`src/rtl/shake_squeeze_pkg.sv`:
```
// shake_squeeze_pkg: shared SHAKE constants, state encoding and rate lookup.
package shake_squeeze_pkg;
  localparam int ADDR_W = 7;
  localparam logic [ADDR_W-1:0] RATE_128 = 7'd42;
  localparam logic [ADDR_W-1:0] RATE_256 = 7'd34;
  typedef enum logic [2:0] {IDLE, WAIT_CORE, READ, PERMUTE, DONE} state_t;
  function automatic logic [ADDR_W-1:0] rate_of(input logic m);
    return m ? RATE_256 : RATE_128;
  endfunction
endpackage

```
`src/rtl/shake_out_fifo.sv`:
```
// shake_out_fifo: two-entry output buffer with simultaneous push and pop.
module shake_out_fifo (
  input  logic        clk,
  input  logic        rst_n,
  input  logic        push,
  input  logic [31:0] din,
  input  logic        pop,
  output logic [31:0] dout,
  output logic        valid,
  output logic [1:0]  count
);
  logic [31:0] mem [2];
  logic wp, rp;
  always_ff @(posedge clk or negedge rst_n) begin
    if (!rst_n) begin
      mem[0] <= '0;
      mem[1] <= '0;
      wp <= 1'b0;
      rp <= 1'b0;
      count <= '0;
    end else begin
      if (push) begin
        mem[wp] <= din;
        wp <= ~wp;
      end
      if (pop) rp <= ~rp;
      count <= count + 2'(push) - 2'(pop);
    end
  end
  assign dout = mem[rp];
  assign valid = count != 2'd0;
endmodule

```
`src/rtl/shake_squeeze.sv`:
```
// shake_squeeze: streams requested output words out of the sha3 state,
// triggering further permutations whenever a full rate block has been read.
module shake_squeeze
  import shake_squeeze_pkg::*;
#(
  parameter int CNT_W = 16
) (
  input  logic              clk,
  input  logic              rst_n,
  input  logic              start,
  input  logic              mode,
  input  logic [CNT_W-1:0]  out_words,
  output logic [ADDR_W-1:0] core_addr,
  input  logic [31:0]       core_dout,
  output logic              core_next,
  input  logic              core_ready,
  output logic [31:0]       dout,
  output logic              valid,
  input  logic              out_ready,
  output logic              busy,
  output logic              done
);
  state_t state, state_n;
  logic mode_q, inflight, issue, pop, drained;
  logic [CNT_W-1:0] rem;
  logic [ADDR_W-1:0] idx, rate;
  logic [1:0] pc, cnt;
  assign rate = rate_of(mode_q);
  assign pop = valid && out_ready;
  assign issue = state == READ && rem != '0 && idx < rate && (2'(inflight) + cnt) < 2'd2;
  // Finish as soon as the last buffered word leaves, so done trails it by one cycle.
  assign drained = !inflight && (cnt == 2'd0 || (cnt == 2'd1 && pop));
  assign core_addr = issue ? idx : '0;
  assign core_next = state == PERMUTE && pc == 2'd0;
  assign busy = state != IDLE;
  assign done = state == DONE;
  always_comb begin
    state_n = state;
    case (state)
      IDLE:      if (start) state_n = out_words == '0 ? DONE : WAIT_CORE;
      WAIT_CORE: if (core_ready) state_n = READ;
      READ:      state_n = rem == '0 && drained ? DONE :
                           idx == rate && rem != '0 && !inflight && cnt == 2'd0 ? PERMUTE : READ;
      PERMUTE:   if (pc == 2'd2 && core_ready) state_n = READ;
      DONE:      state_n = IDLE;
      default:   state_n = IDLE;
    endcase
  end
  always_ff @(posedge clk or negedge rst_n) begin
    if (!rst_n) begin
      state <= IDLE;
      mode_q <= 1'b0;
      rem <= '0;
      idx <= '0;
      inflight <= 1'b0;
      pc <= '0;
    end else begin
      state <= state_n;
      inflight <= issue;
      if (state == IDLE && start) begin
        mode_q <= mode;
        rem <= out_words;
      end else if (issue) begin
        rem <= rem - 1'b1;
      end
      idx <= state != READ && state_n == READ ? '0 : issue ? idx + 1'b1 : idx;
      // pc 0 pulses core_next, 1 skips the stale core_ready, 2 waits for ready
      pc <= state != PERMUTE ? 2'd0 : pc == 2'd2 ? pc : pc + 2'd1;
    end
  end
  shake_out_fifo u_fifo (
    .clk   (clk),
    .rst_n (rst_n),
    .push  (inflight),
    .din   (core_dout),
    .pop   (pop),
    .dout  (dout),
    .valid (valid),
    .count (cnt)
  );
endmodule
```
`config.mk`:
```
export PLATFORM = sky130hd
export DESIGN_NAME = shake_squeeze
export DESIGN_NICKNAME = d
export VERILOG_FILES = /design/src/rtl/shake_squeeze_pkg.sv /design/src/rtl/shake_out_fifo.sv /design/src/rtl/shake_squeeze.sv
export SDC_FILE = /design/constraint.sdc
export NUM_CORES = 1
export LEC_CHECK = 0
export BUFFER_PORTS_ARGS = -buffer_cell sky130_fd_sc_hd__buf_2
export CORE_MARGIN = 2
export CORE_UTILIZATION = 59
export CTS_CLUSTER_SIZE = 30
export DETAILED_ROUTE_END_ITERATION = 12
export PLACE_DENSITY = 0.83
export SYNTH_ARGS = -nofsm -noshare
export SYNTH_HDL_FRONTEND = slang
export SYNTH_SLANG_ARGS = --single-unit
```
`constraint.sdc`:
```
create_clock -name clk -period 3.8 [get_ports clk]
set_input_delay 0.38 -clock clk [delete_from_list [all_inputs] [get_ports clk]]
set_output_delay 0.38 -clock clk [all_outputs]
set_load 0.05 [all_outputs]
```
==> results by group, run 1 <==
Global route
  • GRT Residual Overflow: 0
  • Maximum number of pins on one net before global-route repair: 76
  • Total Routing Usage GR: roughly a quarter
  • First-pass GRT wire length: 16.2 mm
  • Number of global-route vias before repair: 3472
  • Initial antenna violation count: 0

Die
  • Die Y: 94.2 µm
  • Core Rows: 32
  • # IOs: 97
  • Core Area: 7810 µm²
  • Initial Util: 61.5%
  • Die ar.: 8870 µm²
  • Die Span X: 94.2 µm

Detailed routing
  • Post-Route WL: 9.91 mm
  • Drt wl/cell: roughly 17 µm
  • Post-route antenna net violation count: 0
  • Avg Vias per Cell: approximately 5.8
  • Starting DRT DRC Count: 171
  • Drt drc: 0
  • DRT Pass-1 Iters: 6
  • Via count: 3382

Yosys
  • Sequential area share after synthesis: 51.1%
  • Ys Warns: 0
  • Number of flops mapped to enable cells by yosys: 0
  • Synthesized area per cell: 12.4 µm²
  • Synth area leader: dfrtp_1
  • Flip-flop and latch count after synthesis: 98
  • FFs w/ async S/R, synth: 100%
  • Synth Instances: 387
  • Post-Syn Area: roughly 4800 µm²
  • Most frequently used flop master after synthesis: dfrtp_1
  • Post-synth cell types: 61
  • Synth top area cells: dfrtp_1 (51%), mux2_2 (23%), ha_1 (2.1%)
  • Top cell type's share of synthesized area: 51.1%
  • Post-synth net total: 449

Critical path
  • Critical path class: reg2out
  • Critical path endpoint category: output port
  • Critical R2R Capture: rem[3]
  • Type of origin of the critical path: flop
  • Worst-path maximum fanout: 7
  • Critical R2R Launch: rem[0]
  • CP required: 3420 ps
  • Worst R2R Path Depth: 8
  • CP arrival: about 2900 ps
  • Reg2Reg Setup Slack: approximately 860 ps

Placement
  • Routability cong.: 0.862
  • Setup WS pre-CTS: 939 ps
  • Instance area at placement: around 5300 µm²
  • IO buf count: 95
  • Final HPWL from detailed placement: 7.09 mm

Timing
  • RSZ-0062 raised after global routing: no
  • Setup violations, final: 0
  • Fin crit period: roughly 3200 ps
  • Max Slew Vio Count: 0
  • Final period util: between 80% and 90%
  • Worst setup margin: roughly 570 ps
  • Worst-Margin Slew: 956 ps
  • Max Clk Rate: 0.310 GHz
  • Clock Skews: a little under 9 ps
  • Setup Total Neg Slack: 0 ps
  • Final hold vios: 0
  • Relative slew slack: 36.2%

CTS
  • Cts-stage hold buffer count: 0
  • Clk sinks: just under 100
  • Root Buffer: clkbuf_8
  • Clk_lat worst skew: approximately 370 ps
  • Post_cts resized: 0
  • Clk slew on worst S/H paths: roughly 100 ps
  • Clock Path Buffers: 2
  • Setup bufs post-CTS: 0
  • H-tree level count: 3
  • CTS Buf Count: 9
  • CTS tree: built

Finish
  • Design area: about 5500 µm²
  • FILL cells: 567
  • Share of layout cells above drive strength 1: 46.9%
  • Nets: 539
  • N_diodes: 0
  • Area Overhead vs Synth: 15.4%

Status
  • Outcome: finished, final reports clean

Run
  • Max Cap Violations: 0

Worst hold path
  • Hold WC Path Type: in2async
## registers in the layout, indices dropped and copies added (netlist names)
signal / flops
mode_q: 1
state: 3
u_fifo.count: 2
idx: 7
inflight: 1
rem: 16
u_fifo.mem: 64
u_fifo.wp: 1
u_fifo.rp: 1
pc: 2
## layout make-up
type | count | area [µm²] | area share, %
inverters | 14 | 52.6 | 0.949
well taps | 102 | 128 | 2.31
clock inverters | 7 | 66.3 | 1.20
flip-flops and latches | 98 | 2450 | 44.3
repair buffers | 99 | 508 | 9.18
multi-input cells | 255 | 2210 | 39.8
clock buffers | 9 | 124 | 2.24
## per-stage QoR
stage | hold WS (ps) | util (%) | cells
2_1_floorplan | 84.4 | - | 387
3_3_place_gp | 481 | 68.5 | 568
3_5_place_dp | 488 | 68.5 | 568
4_1_cts | 175 | 70.9 | 584
5_1_grt | 220 | 70.9 | 584
6_report | 135 | 70.9 | 584
## worst max-delay path: stages (launching register included)
cell and delay [ps]:
dfrtp_1 420, inv_1 110, ha_1 210, nor4b_1 740
nand4_1 440, and3_1 340, buf_2 220
## how the worst max path moves through the flow
| stage | start | end | cells after the start |
|---|---|---|---|
| final | rem[0] | core_addr[3] | 6 |
| after global placement | rem[0] | rem[3] | 8 |
| after global routing | rem[0] | core_addr[3] | 6 |
| after CTS | rem[0] | core_addr[3] | 6 |
| after floorplan | inflight | core_addr[0] | 7 |
| after detailed placement | rem[0] | rem[3] | 8 |
## synth_stat cells, drive strengths merged (5+ instances only)
cell type / number
nor4: 9
and3: 8
nand2: 17
a21oi: 5
o21ai: 10
inv: 13
nor2: 17
xor2: 5
ha: 8
mux2: 96
o211ai: 6
dfrtp: 98
nor3: 8
clkbuf: 9
buf: 11
xnor2: 7
## logic make-up (layout without fill, tap and decap cells)
logic type,Yosys count,count (layout),share of synthesized area (%)
DFF,98,98,51.1
muxes,97,97,22.7
and+or+nand+nor,94,94,12.0
AOI/OAI and AO/OA,43,43,6.73
buffers and inverters,34,129,3.10
xor gates and xnor gates,12,12,2.19
adders and majority gates,8,8,2.09
other,1,1,0.0781
## layer usage
layer / track usage [%] / vias up / routed length, µm
met3: 4.17 / 18 / 604
met4: 10.4 / 0 / 203
met5: 0 / - / 0
met1: 28.8 / 1661 / 4110
li1: - / 1576 / -
met2: 40.4 / 127 / 4990
## layout by cell type (no fill, tap or decap), types with 3 or more instances in the layout
cell type    n
a21oi_1      5
a221o_1      4
a22o_1       3
and3_1       7
buf_2       94
buf_4        5
clkbuf_8     9
clkinvlp_4   4
dfrtp_1     98
ha_1         8
inv_1       13
mux2_2      96
nand2_1     17
nand2b_1     3
nand3_1      4
nand4_1      3
nor2_1      17
nor3_1       8
nor3b_1      3
nor4_1       6
nor4b_1      3
o211ai_1     6
o21ai_0     10
xnor2_1      7
xor2_1       5
Power of run 1 is left out: the tool's default activity adds up to more than one toggle a clock period on the data nets, which glitch-free logic cannot reach.
==> run 2, diff against run 1 <==
Settings changed: CORE_UTILIZATION 59 to 55, PLACE_DENSITY 0.83 to 0.78.
Clock period 3.8 ns to 3 ns, I/O delays scaled along.
==> run 2 against run 1 <==
- cell area increased by 1.2%
- final cell count grew 2.1%
- core utilization fell by 5.7 points
- first-iteration DRC count fell by 40%
- global-route usage down 2.2 points
- critical endpoint is now core_addr[0]
- die area increased by 7.0%
- clock-buffer cell count is 1 higher
- largest cell class unchanged
- highest routed layer unchanged
- register-to-register slack worse by 400 ps
==> results by group, run 2 (same netlist as run 1, synthesis figures left out) <==
CTS
  • Clk sinks: 98
  • Clk_lat worst skew: 360 ps
  • Clock Path Buffers: 2
  • Root Buffer: clkbuf_8
  • Setup bufs post-CTS: 0
  • CTS Buf Count: 9
  • H-tree level count: 3
  • CTS tree: built
  • Clk slew on worst S/H paths: 100 ps

Timing
  • RSZ-0062 raised after global routing: no
  • Final hold vios: 0
  • Setup violations, final: 0
  • Final period util: a little over nine tenths
  • Fin crit period: ~2800 ps
  • Setup Total Neg Slack: 0 ps
  • Max Clk Rate: 0.356 GHz
  • Clock Skews: between 10 and 15 ps
  • Worst-Margin Slew: 720 ps
  • Relative slew slack: 50.7%
  • Max Slew Vio Count: 0

Critical path
  • Critical R2R Capture: rem[9]
  • Reg2Reg Setup Slack: 460 ps
  • Critical R2R Launch: inflight
  • CP peak stage delay: 450 ps
  • Worst-path maximum fanout: 8
  • Critical path endpoint category: output port
  • Critical path class: reg2out
  • Worst R2R Path Depth: 6
  • CP required: 2700 ps
  • Type of origin of the critical path: flop
  • Bufs and invs on worst path: 2
  • CP arrival: 2510 ps
  • Crit-path cells: ha_1, xnor2_1, and4_2, nand2_1, buf_4, nor2_1, buf_2
  • Top Family by Delay on Critical Path: simple AND/OR/NAND/NOR gates
  • Slowest cell on crit path: dfrtp_1

Die
  • # IOs: slightly below 100
  • Core Rows: 34
  • Die Span X: roughly 97 µm
  • Core Area: 8590 µm²
  • Initial Util: 55.9%
  • Die Y: slightly below 100 µm
  • Die ar.: 9490 µm²

Global route
  • Number of global-route vias before repair: 3459
  • Initial antenna violation count: 0
  • Maximum number of pins on one net before global-route repair: 55
  • First-pass GRT wire length: 16.4 mm
  • GRT Residual Overflow: 0
  • Total Routing Usage GR: 21.3%

Finish
  • Top Registers: u_fifo.mem x64, rem x16, idx x7
  • FILL cells: 673
  • Area Overhead vs Synth: 16.7%
  • Max reg flops: 64
  • Largest reg by FF count: u_fifo.mem
  • Share of layout cells above drive strength 1: 47.3%
  • N_diodes: 0
  • Leading cell type in the layout, fill and taps excluded: dfrtp_1
  • Nets: 545
  • Most frequent cells in the layout: dfrtp_1 (98), mux2_2 (96), buf_2 (94)

Detailed routing
  • Drt drc: 0
  • Via count: 3345
  • DRT Pass-1 Iters: 4
  • Post-route antenna net violation count: 0
  • Starting DRT DRC Count: between 100 and 150
  • Avg Vias per Cell: 5.61
  • Post-Route WL: 9.70 mm
  • Drt wl/cell: 16.3 µm

Placement
  • IO buf count: 95
  • Routability cong.: 0.881
  • Final HPWL from detailed placement: approximately 7 mm

Run
  • Max Cap Violations: 0

Worst hold path
  • Worst Hold Path EP: mode_q
  • Hold WC Path Type: in2reg
  • Worst hold start: mode
  • Hold Crit Depth: 3

Status
  • Outcome: finished, final reports clean
## run 2: cell types whose count changed in the layout (fill, tap and decap cells not counted)
cell,before,now
clkbuf_8,9,10
clkinvlp_4,4,3
clkinv_8,1,0
buf_12,0,1
dlygate4sd3_1,0,1
buf_4,5,9
inv_8,1,2
clkinv_4,1,0
clkinv_2,0,1
## run 2: worst reg2reg max path, stage by stage (launching register included)
cell,delay [ps]
dfrtp_1,450
ha_1,240
xnor2_1,340
nand4_2,240
o21ai_0,610
o21ai_0,220
a221o_1,330
## run 2: final cells by class
| cell class | instances | area (µm²) | share of cell area [%] |
|---|---|---|---|
| Clock buffer | 10 | 138 | 2.46 |
| Timing Repair Buffer | 105 | 568 | 10.1 |
| Clock inverter | 6 | 50.0 | 0.893 |
| Multi-Input combinational cell | 255 | 2210 | 39.4 |
| Inverter | 14 | 52.6 | 0.938 |
| Sequential cell | 98 | 2450 | 43.8 |
| Tap cell | 108 | 135 | 2.41 |
## run 2: layer usage
metal	global-route usage [%]	share of wire (%)
met1	29.2	45
met2	35.3	49
met3	2.81	4.8
met4	7.16	1.3
met5	0	0
## run 2: timing repair
action	4_1_cts	5_1_grt
hold buffers	1	0
resized for setup	0	0
hold endpoints to repair	44	0
## run 2: worst max path at each step
stage | slack [ps] | depth (start not counted) | end | startpoint
2_1_floorplan | 440 | 7 | core_addr[0] | inflight
3_3_place_gp | 600 | 8 | state[1] | rem[0]
3_5_place_dp | 490 | 6 | rem[13] | inflight
4_1_cts | 160 | 7 | core_addr[0] | inflight
5_1_grt | 40 | 7 | core_addr[0] | inflight
6_report | 190 | 7 | core_addr[0] | inflight
## run 2: through the flow
step                setup slack, ps  hold WS (ps)  util (%)  area, µm²  cells
floorplan                       440          4.41         -       4800    387
global placement                597           343      62.9       5400    579
detailed placement              492           345      62.9       5400    579
CTS                             157           137      65.2       5600    596
global route                   42.5           166      65.2       5600    596
finish                          187           155      65.2       5600    596
Power of run 2 is left out for the same reason.
==> run 3, diff against run 2 <==
Settings changed: CORE_UTILIZATION 55 to 59, PLACE_DENSITY 0.78 to 0.83.
Clock period 3 ns to 3.4 ns, I/O delays scaled along.
==> run 3 against run 2 <==
- register-to-register slack improved by 440 ps
- critical path depth fell by 1
- worst hold slack improved by 13 ps
- via count rose by 0.93%
- wire length fell by 1.2%
- sequential cell count did not move
- core utilization rose by 6.5 points
- clock skew fell by 5.1 ps
- die area fell by 6.5%
- sequential share of layout area rose by 0.059 points
- clock-buffer cell count fell by 1
- critical endpoint unchanged
==> results by group, run 3 (same netlist as run 1, synthesis figures left out) <==
Status
  • Outcome: finished, final reports clean

Die
  • Die ar.: just under 9000 µm²
  • Initial Util: slightly above 60%
  • Core Area: between 7000 and 8000 µm²
  • # IOs: 97
  • Die Y: 94.2 µm
  • Core Rows: 32
  • Die Span X: ~94 µm

CTS
  • Clk sinks: a little under 100
  • Clock Path Buffers: 2
  • H-tree level count: 3
  • Setup bufs post-CTS: 0
  • Clk slew on worst S/H paths: 100 ps
  • Post_cts resized: 0
  • CTS Buf Count: 9
  • Root Buffer: clkbuf_8
  • CTS tree: built
  • Cts-stage hold buffer count: 0
  • Clk_lat worst skew: 350 ps

Global route
  • Initial antenna violation count: 0
  • Maximum number of pins on one net before global-route repair: 85
  • First-pass GRT wire length: 16.1 mm
  • Total Routing Usage GR: 23.0%
  • GRT Residual Overflow: 0
  • Number of global-route vias before repair: 3377

Detailed routing
  • Drt wl/cell: 16.4 µm
  • Starting DRT DRC Count: 168
  • Via count: 3376
  • Avg Vias per Cell: 5.76
  • Post-Route WL: 9.59 mm
  • DRT Pass-1 Iters: 4
  • Post-route antenna net violation count: 0
  • Drt drc: 0

Placement
  • Final HPWL from detailed placement: about 6.9 mm
  • Routability cong.: 0.850
  • IO buf count: 95

Critical path
  • Type of origin of the critical path: flop
  • Bufs and invs on worst path: 1
  • CP required: 3060 ps
  • Critical path endpoint category: output port
  • CP peak stage delay: roughly 450 ps
  • Top Family by Delay on Critical Path: simple AND/OR/NAND/NOR gates
  • Critical path class: reg2out
  • Worst-path maximum fanout: 14
  • CP arrival: 2440 ps
  • Slowest cell on crit path: dfrtp_1
  • Crit-path cells: ha_1, xnor2_1, and4_2, nand2_1, nor2_1, buf_2

Run
  • Max Cap Violations: 0

Timing
  • Final hold vios: 0
  • Clock Skews: 8.31 ps
  • Worst-Margin Slew: just over 1000 ps
  • Relative slew slack: 31.7%
  • Max Slew Vio Count: 0
  • Setup violations, final: 0
  • Fin crit period: 2780 ps
  • Setup Total Neg Slack: 0 ps
  • Final period util: 81.8%
  • Max Clk Rate: 0.360 GHz
  • RSZ-0062 raised after global routing: no

Finish
  • Share of layout cells above drive strength 1: 47.1%
  • N_diodes: 0
  • Max reg flops: 64
  • Leading cell type in the layout, fill and taps excluded: dfrtp_1
  • FILL cells: 547
  • Post-layout util: between 70 and 80%
  • Top Registers: u_fifo.mem x64, rem x16, idx x7
  • Nets: 541
  • Area Overhead vs Synth: 16.6%
  • Most frequent cells in the layout: dfrtp_1 (98), mux2_2 (96), buf_2 (94)
  • Largest reg by FF count: u_fifo.mem

Worst hold path
  • Hold WC Path Type: in2async
## run 3: changes by cell type in the layout (fill, tap and decap cells not counted), moves of 2 or more
cell	delta
buf_4	-2
bufinv_16	+2
clkinv_4	+2
clkinvlp_4	-3
## run 3: stage by stage
stage	cell area, µm²	hold WS, ps	setup slack, ps	std cells
floorplan	4800	44.4	800	387
detailed placement	5360	489	912	570
global route	5590	207	428	586
CTS	5590	184	590	586
global placement	5360	480	945	570
finish	5590	168	619	586
## run 3: worst paths after layout
path	startpoint	endpoint	slack [ps]	cells after the start
min in group clk	mode	mode_q	200	3
max in group asynchronous	rst_n	rem[10]	2520	2
hold / removal	rst_n	u_fifo.mem[27]	170	1
hold reg to reg	u_fifo.mem[27]	u_fifo.mem[27]	510	1
setup reg to reg	rem[0]	idx[1]	900	7
setup / recovery	inflight	core_addr[0]	620	6
## run 3: cell type report
class                           instances  area (µm²)  area share (%)
Timing Repair Buffer                  101         523            9.35
Inverter                               14        52.6           0.939
Multi-Input combinational cell        255        2210            39.4
Tap cell                              102         128            2.28
Clock inverter                          7         109            1.95
Clock buffer                            9         124            2.21
Sequential cell                        98        2450            43.8
## run 3: metal layers
metal  up-vias  part of all wire (%)  track usage [%]  routed length (µm)
met4         0                  0.92             5.80                  88
met3         9                   4.9             3.53                 467
met5         -                     0                0                   0
met2        95                    50             39.6                4810
met1      1684                    44             30.6                4220
li1       1588                     -                -                   -
Power of run 3 is left out for the same reason.
